## config.mk

```make
export PLATFORM = sky130hd
export DESIGN_NAME = asm_randomizer
export DESIGN_NICKNAME = d
export VERILOG_FILES = /design/src/rtl/asm_randomizer.sv
export SDC_FILE = /design/constraint.sdc
export NUM_CORES = 1
export LEC_CHECK = 0
export ABC_CLOCK_PERIOD_IN_PS = 2250
export CAP_MARGIN = 10
export CORE_MARGIN = 3
export CORE_UTILIZATION = 49
export DETAILED_ROUTE_END_ITERATION = 16
export PLACE_DENSITY = 0.72
export SYNTH_ARGS = -nofsm -noshare
export SYNTH_HDL_FRONTEND = slang
export SYNTH_SLANG_ARGS = --single-unit
```

## constraint.sdc

```tcl
create_clock -name clk -period 2.25 [get_ports clk]
set_clock_uncertainty 0.05 [all_clocks]
set_input_delay 0.5625 -clock clk [delete_from_list [all_inputs] [get_ports clk]]
set_output_delay 0.5625 -clock clk [all_outputs]
set_load 0.05 [all_outputs]
```

## src/rtl/asm_randomizer.sv

```systemverilog
// rtl/asm_randomizer.sv - sync-marker insertion and CCSDS randomization of interleaved frames
//
// Sits between byte_interleaver and the TX framer. Each frame is preceded by
// ASM_LEN marker bytes (MSB-first from ASM_WORD). Payload bytes are optionally
// XORed with the CCSDS pseudo-random sequence h(x)=x^8+x^7+x^5+x^3+1, restarted
// from LFSR_SEED at every frame.
//
// Ports:
//   clk, rst_n          clock, asynchronous active-low reset
//   rand_en             randomizer enable, captured when a frame starts
//   s_axis_*            interleaved byte stream in (valid/ready/data/last/sop/is_parity)
//   m_axis_*            byte stream out (valid/ready/data/last/sop/is_parity/is_asm)
//   frame_err           one-cycle pulse on a framing violation
//   frame_count         frames completed, wraps at 16 bits

module asm_randomizer #(
    parameter int          FRAME_BYTES = 255,
    parameter int          ASM_LEN     = 4,
    parameter logic [63:0] ASM_WORD    = 64'h1ACFFC1D,
    parameter logic [7:0]  LFSR_SEED   = 8'hFF
) (
    input  logic        clk,
    input  logic        rst_n,
    input  logic        rand_en,
    input  logic        s_axis_valid,
    output logic        s_axis_ready,
    input  logic [7:0]  s_axis_data,
    input  logic        s_axis_last,
    input  logic        s_axis_sop,
    input  logic        s_axis_is_parity,
    output logic        m_axis_valid,
    input  logic        m_axis_ready,
    output logic [7:0]  m_axis_data,
    output logic        m_axis_last,
    output logic        m_axis_sop,
    output logic        m_axis_is_parity,
    output logic        m_axis_is_asm,
    output logic        frame_err,
    output logic [15:0] frame_count
);

    typedef enum logic [1:0] {
        ST_IDLE,
        ST_ASM,
        ST_DATA
    } state_t;

    // Marker left-aligned in 64 bits so byte asm_idx is always the top byte
    // after shifting left by 8*asm_idx.
    localparam logic [63:0] ASM_ALIGNED  = ASM_WORD << (8 * (8 - ASM_LEN));
    localparam logic [2:0]  ASM_LAST_IDX = 3'(ASM_LEN - 1);
    localparam logic [15:0] LAST_BYTE    = 16'(FRAME_BYTES - 1);

    state_t      state_q, state_d;
    logic [2:0]  asm_idx_q, asm_idx_d;
    logic [15:0] byte_cnt_q, byte_cnt_d;
    logic [7:0]  lfsr_q, lfsr_d;
    logic        rand_en_q, rand_en_d;
    logic [15:0] frame_count_d;
    logic        err_d;

    logic        slot_free;
    logic        ld_valid;
    logic [7:0]  ld_data;
    logic        ld_last;
    logic        ld_sop;
    logic        ld_parity;
    logic        ld_asm;
    logic [63:0] asm_shifted;
    logic        at_end;

    // Fibonacci LFSR advanced one byte. The register holds the next eight
    // sequence bits with the oldest in bit 7, so the register itself is the
    // MSB-first randomizer byte.
    function automatic logic [7:0] lfsr_adv8(input logic [7:0] s);
        logic [7:0] t;
        t = s;
        for (int i = 0; i < 8; i++) begin
            t = {t[6:0], t[7] ^ t[4] ^ t[2] ^ t[0]};
        end
        return t;
    endfunction

    assign slot_free   = !m_axis_valid || m_axis_ready;
    assign asm_shifted = ASM_ALIGNED << {asm_idx_q, 3'b000};
    assign at_end      = (byte_cnt_q == LAST_BYTE);

    always_comb begin
        state_d       = state_q;
        asm_idx_d     = asm_idx_q;
        byte_cnt_d    = byte_cnt_q;
        lfsr_d        = lfsr_q;
        rand_en_d     = rand_en_q;
        frame_count_d = frame_count;
        err_d         = 1'b0;
        s_axis_ready  = 1'b0;
        ld_valid      = 1'b0;
        ld_data       = 8'h00;
        ld_last       = 1'b0;
        ld_sop        = 1'b0;
        ld_parity     = 1'b0;
        ld_asm        = 1'b0;

        case (state_q)
            ST_IDLE: begin
                // The sop byte stays on the input until the marker has gone
                // out, so ready is withheld for it to keep the handshake honest.
                s_axis_ready = !(s_axis_valid && s_axis_sop);
                if (s_axis_valid) begin
                    if (s_axis_sop) begin
                        rand_en_d = rand_en;
                        lfsr_d    = LFSR_SEED;
                        asm_idx_d = 3'd0;
                        state_d   = ST_ASM;
                    end else begin
                        err_d = 1'b1;
                    end
                end
            end

            ST_ASM: begin
                if (slot_free) begin
                    ld_valid = 1'b1;
                    ld_data  = asm_shifted[63:56];
                    ld_asm   = 1'b1;
                    ld_sop   = (asm_idx_q == 3'd0);
                    if (asm_idx_q == ASM_LAST_IDX) begin
                        byte_cnt_d = 16'd0;
                        state_d    = ST_DATA;
                    end else begin
                        asm_idx_d = asm_idx_q + 3'd1;
                    end
                end
            end

            ST_DATA: begin
                s_axis_ready = slot_free;
                if (s_axis_valid && slot_free) begin
                    ld_valid   = 1'b1;
                    ld_data    = s_axis_data ^ (rand_en_q ? lfsr_q : 8'h00);
                    ld_parity  = s_axis_is_parity;
                    lfsr_d     = lfsr_adv8(lfsr_q);
                    byte_cnt_d = byte_cnt_q + 16'd1;
                    if (s_axis_sop && byte_cnt_q != 16'd0) begin
                        err_d = 1'b1;
                    end
                    // Whichever end condition fires first closes the frame;
                    // disagreement between them is a framing error.
                    if (s_axis_last || at_end) begin
                        ld_last       = 1'b1;
                        frame_count_d = frame_count + 16'd1;
                        state_d       = ST_IDLE;
                        if (s_axis_last != at_end) begin
                            err_d = 1'b1;
                        end
                    end
                end
            end

            default: begin
                state_d = ST_IDLE;
            end
        endcase

        if (!rst_n) begin
            s_axis_ready = 1'b0;
        end
    end

    always_ff @(posedge clk or negedge rst_n) begin
        if (!rst_n) begin
            state_q          <= ST_IDLE;
            asm_idx_q        <= 3'd0;
            byte_cnt_q       <= 16'd0;
            lfsr_q           <= LFSR_SEED;
            rand_en_q        <= 1'b0;
            frame_count      <= 16'd0;
            frame_err        <= 1'b0;
            m_axis_valid     <= 1'b0;
            m_axis_data      <= 8'h00;
            m_axis_last      <= 1'b0;
            m_axis_sop       <= 1'b0;
            m_axis_is_parity <= 1'b0;
            m_axis_is_asm    <= 1'b0;
        end else begin
            state_q     <= state_d;
            asm_idx_q   <= asm_idx_d;
            byte_cnt_q  <= byte_cnt_d;
            lfsr_q      <= lfsr_d;
            rand_en_q   <= rand_en_d;
            frame_count <= frame_count_d;
            frame_err   <= err_d;
            if (slot_free) begin
                m_axis_valid     <= ld_valid;
                m_axis_data      <= ld_data;
                m_axis_last      <= ld_last;
                m_axis_sop       <= ld_sop;
                m_axis_is_parity <= ld_parity;
                m_axis_is_asm    <= ld_asm;
            end
        end
    end

endmodule
```

After elaboration in Yosys (flattened, before gate mapping)
Index checks and enable logic that the tools add are counted.
{ "totals": {"ff_bits": 60, "latchBits": 0, "ramBits": 0, "mem_bits_ro": 0, "in_bits": 16, "out_inout_bits": 31, "wordCells": 114, "memories": 0} }
{ "op_classes": {"addsub": 3, "multipliers": 0, "div": 0, "n_lt_le_gt_ge": 0, "eq_ne": 12, "n_shift": 1, "n_mux": 41, "bitwise": 25, "n_reduce_logical": 19} }
{ "ops": {"columns": ["cell", "n"], "rows": [
  ["<< shifter 61 x 6 -> 64 bit (first input constant)", 1],
  ["2-to-1 mux 16 bit", 3],
  ["2-to-1 mux 8 bit", 5],
  ["adder 16 x 1 -> 16 bit (second input constant)", 2],
  ["case mux 16 bit (2 select lines)", 1],
  ["case mux 8 bit (2 select lines)", 2],
  ["XOR 1 bit", 24],
  ["equality test 16 x 8 -> 1 bit (second input constant)", 1],
  ["nonzero test 16 bit", 1],
  ["2-to-1 mux 1 bit", 15],
  ["inequality test 2 bit (second input constant)", 7],
  ["2-to-1 mux 2 bit", 6],
  ["2-to-1 mux 3 bit", 4],
  ["AND reduction 4 bit", 2],
  ["XOR 8 bit", 1],
  ["case mux 1 bit (2 select lines)", 3],
  ["case mux 2 bit (3 select lines)", 1],
  ["case mux 3 bit (2 select lines)", 1],
  ["AND reduction 3 bit", 2],
  ["AND reduction 6 bit", 1],
  ["nonzero test 2 bit", 3],
  ["AND reduction 5 bit", 1],
  ["adder 3 x 1 -> 3 bit (second input constant)", 1],
  ["equality test 3 x 2 -> 1 bit (second input constant)", 1],
  ["8 further kinds", 12]
]} }

Logic depth before layout (Yosys ltp)
{ "depth": {"depth_word": 12, "mapped_depth": 9, "depth_no_buf": 9} }

Worst setup path before layout
Ideal clock, no wire load.
{ "synth_timing": {"kind": "reg2out", "startpoint": "register m_axis_valid", "endpoint": "output port s_axis_ready", "t_arrival_ns": 1.970, "required_ns": 1.637, "slack_ns": -0.333, "path_stages_with_launch": 4, "path_buffers": 0, "cell_sequence": "dfrtp_1 -> nand2b_1 -> nand2_1 -> a21boi_0"} }
{ "synth_via": {"elab_chain_len": 4} }
{ "synth_lines": {"columns": ["item", "line", "rtl"], "rows": [
  ["start: declaration", "31", "output logic m_axis_valid,"],
  ["start signal: assignment", "194", "m_axis_valid <= ld_valid;"],
  ["logical NOT 1 bit", "84", "assign slot_free = !m_axis_valid || m_axis_ready;"],
  ["logical OR 1 bit", "84", null],
  ["case mux 1 bit (2 select lines)", "104", "case (state_q)"],
  ["2-to-1 mux 1 bit", "165", "if (!rst_n) begin"],
  ["end: declaration", "26", "output logic s_axis_ready,"]
]} }
No other way between the ends.

Worst setup path in the final report
{ "layout_timing": {"startpoint": "input port m_axis_ready", "endpoint": "output port s_axis_ready"} }
{ "layout_via": {"elab_chain_len": 3} }
{ "layout_lines": {"columns": ["item", "line", "rtl"], "rows": [
  ["start: declaration", "32", "input logic m_axis_ready,"],
  ["logical OR 1 bit", "84", null],
  ["case mux 1 bit (2 select lines)", "104", null],
  ["2-to-1 mux 1 bit", "165", null]
]} }
No other way between the ends.

==> impl_metrics.tcl <==
set metrics [dict create \
    p_leak_nw 1.98 \
    worstPathRequired_ns 1.64 \
    wl_met2_um 3550 \
    reg2reg_depth 7 \
    fp.dieArea_um2 7780 \
    cap_viol_max_count 0 \
    critical_path.startpoint_type "input port" \
    combPwrFrac_pct 47.4 \
    finalSetupViolations 0 \
    worstReg2RegStart "byte_cnt_q[9]" \
    worst_slew_pin_slew_ns 0.757 \
    p_per_area_nw_per_um2 1170 \
    p_int_mw 3.03 \
    coreArea_um2 6460 \
    seq_power_share_pct 31.2 \
    syn_to_final_growth_pct 31.6 \
    io_pins 47 \
    nets 437 \
    period_needed_ns 2.25 \
    ant_nets 0 \
    first_iter_violations 150 \
    synth_top_area_cell "dfrtp_1" \
    synth_edf_count 0 \
    drive_gt1_share_pct 20.4 \
    synth_most_common_cell "dfrtp_1" \
    place_area_um2 4040 \
    design_power_total_mw 5.08 \
    finalMaxSlewViolations 0 \
    synthCells 331 \
    vias 2669 \
    routed_wl_um 7420 \
    period_share_pct 99.9 \
    fin_area_um2 4360 \
    grt_pass1_vias 2553 \
    clk_latency_ns 0.33 \
    final_core_util_pct 67.4 \
    end_kind "primary output" \
    drc 0 \
    wl_met3_um 290 \
    worst_slack_ns 0.00116 \
    synth_cell_type_count 47 \
    vias_per_cell 5.46 \
    start_util_pct 51.2 \
    grt_pass1_wl_um 12400 \
    clockRootBuffer "clkbuf_8" \
    netlist_top_cells_count "52 x dfrtp_1, 37 x nand2_1, 27 x o21ai_0, 19 x a21oi_1, 19 x xnor2_1" \
    cts_tree "done" \
    clkSlewWorstSetupHoldPaths_ns 0.07 \
    ys_warn_count 0 \
    cp_cell_sequence "clkdlybuf4s50_1 -> nand2b_1 -> nand2_1 -> a21boi_2 -> buf_12" \
    cp_max_fo 2 \
    cts_num_sinks 60 \
    p_clk_share_pct 21.4 \
    antennaDiodeCount 0 \
    yosysSeqAreaShare_pct 45.7 \
    routedLengthMet1_um 3460 \
    port_buffers 46 \
    hp-class "input port to asynchronous set/reset pin" \
    synth_fp_nets 361 \
    slowest_delay_ns 0.50 \
    r2r-end "frame_count[5]" \
    firstDrtPassIters 4 \
    ys_ff_latch 60 \
    synth_top_cell_area_share_pct 39.3 \
    hpwl_um 5220 \
    startpoint "m_axis_ready" \
    die_w_um 88.2 \
    fin_hold_ws_ns 0.350 \
    pre_cts_slack_ns -0.129 \
    synth.avg_cell_area_um2 10.0 \
    hold_viol 0 \
    cts_buffers 9 \
    grt_overflow 0 \
    antenna_found_initial 0 \
    switching_share_pct 40.4 \
    grt_use_total_pct 20.6 \
    clock_path_buffers 2 \
    slew_headroom_pct 49.6 \
    die_h_um 88.2 \
    async_reset_ff_share_pct 100 \
    top_layer "met4" \
    crit_arrival_ns 1.64 \
    path_class "input port to primary output" \
    crit_path_end "s_axis_ready" \
    globalplace.congestion 0.867 \
    outcome "complete, no violations" \
    routedWlPerCell_um 15.2 \
    synth_area_leaders "dfrtp_1 39%, dfstp_2 6.4%, ha_1 5.3%" \
    synth_area_um2 3310 \
    crit_slowest_cell "clkdlybuf4s50_1" \
    rows 29 \
    reg2reg_slack_ns 0.06 \
    fmax_mhz 445 \
    ctsHtreeMaxLevel 3 \
    switchingPower_mw 2.05 \
    ys.flop_type "dfrtp_1" \
    grt_max_degree 61 \
    peakVddDrop_mv 0.631 \
    rsz0062_at_grt "yes" \
]
## worst max-delay path: cells and delay by family
family	cells	cell delay, ns
buffers and inverters	2	0.66
and+or+nand+nor	2	0.23
AOI/OAI and AO/OA	1	0.18
## cell type report
type                            instances  area [µm²]
Fill cell                             485        2100
Multi-Input combinational cell        244        1750
Sequential cell                        60        1510
Timing Repair Buffer                   77         707
Clock buffer                           10         138
Tap cell                               77        96.3
Clock inverter                          6        87.6
Inverter                               15        63.8
## worst min-delay path by stage
| stage | startpoint | cells after the start | endpoint |
|---|---|---|---|
| 3_5_place_dp | m_axis_sop | 2 | m_axis_sop |
| 3_3_place_gp | m_axis_is_asm | 2 | m_axis_is_asm |
| 5_1_grt | rst_n | 2 | m_axis_data[2] |
| 6_report | rst_n | 2 | m_axis_data[3] |
| 4_1_cts | rst_n | 2 | m_axis_data[5] |
| 2_1_floorplan | rst_n | 0 | asm_idx_q[0] |
## what timing repair did
action	4_1_cts	5_1_grt
setup endpoints to repair	4	18
hold buffers	0	0
buffers inserted	0	2
endpoints found under the hold margin	0	0
resized for setup	3	14
pin swaps	1	2
## through the flow
| stage | TNS (ns) | std cells |
|---|---|---|
| 3_3_place_gp | -1.25 | 471 |
| 6_report | 0 | 489 |
| 2_1_floorplan | -0.0283 | 331 |
| 3_5_place_dp | -2.06 | 471 |
| 4_1_cts | -0.00436 | 487 |
| 5_1_grt | -0.391 | 489 |
## metal layers
layer | GRT usage, % | vias up
met5 | 0 | -
met4 | 8.10 | 0
met3 | 3.39 | 12
met2 | 31.6 | 53
met1 | 29.1 | 1279
li1 | - | 1325
## flip-flops by register name, indices dropped and copies added (netlist names)
signal	cells
byte_cnt_q	16
frame_count	16
lfsr_q	8
m_axis_data	8
asm_idx_q	3
state_q	2
frame_err	1
m_axis_is_asm	1
m_axis_is_parity	1
m_axis_last	1
m_axis_sop	1
m_axis_valid	1
rand_en_q	1
## layout by cell type, fill, tap and decap left out, types with 16 or more instances in the layout
cell type        count
nand2_1             36
a21oi_1             19
clkdlybuf4s50_1     37
buf_4               32
o21ai_0             27
xnor2_1             19
nand3_1             16
xor2_1              17
dfrtp_1             52
## cells by family after synthesis
logic type                 synth area share, %
and+or+nand+nor                           18.8
DFF                                       45.7
muxes                                     1.02
adders and majority gates                 5.29
buffers and inverters                     3.78
xor gates and xnor gates                  11.6
AOI/OAI and AO/OA                         13.9
## power by group through the flow
stage,clock network (mW),logic (mW),registers [mW]
after floorplan,0,1.43,1.80
after global placement,0,2.33,1.59
after detailed placement,0,2.36,1.60
after CTS,1.10,2.39,1.58
after global routing,1.16,2.62,1.62
final,1.08,2.41,1.59
No activity file was read; power rests on OpenSTA's default activity.
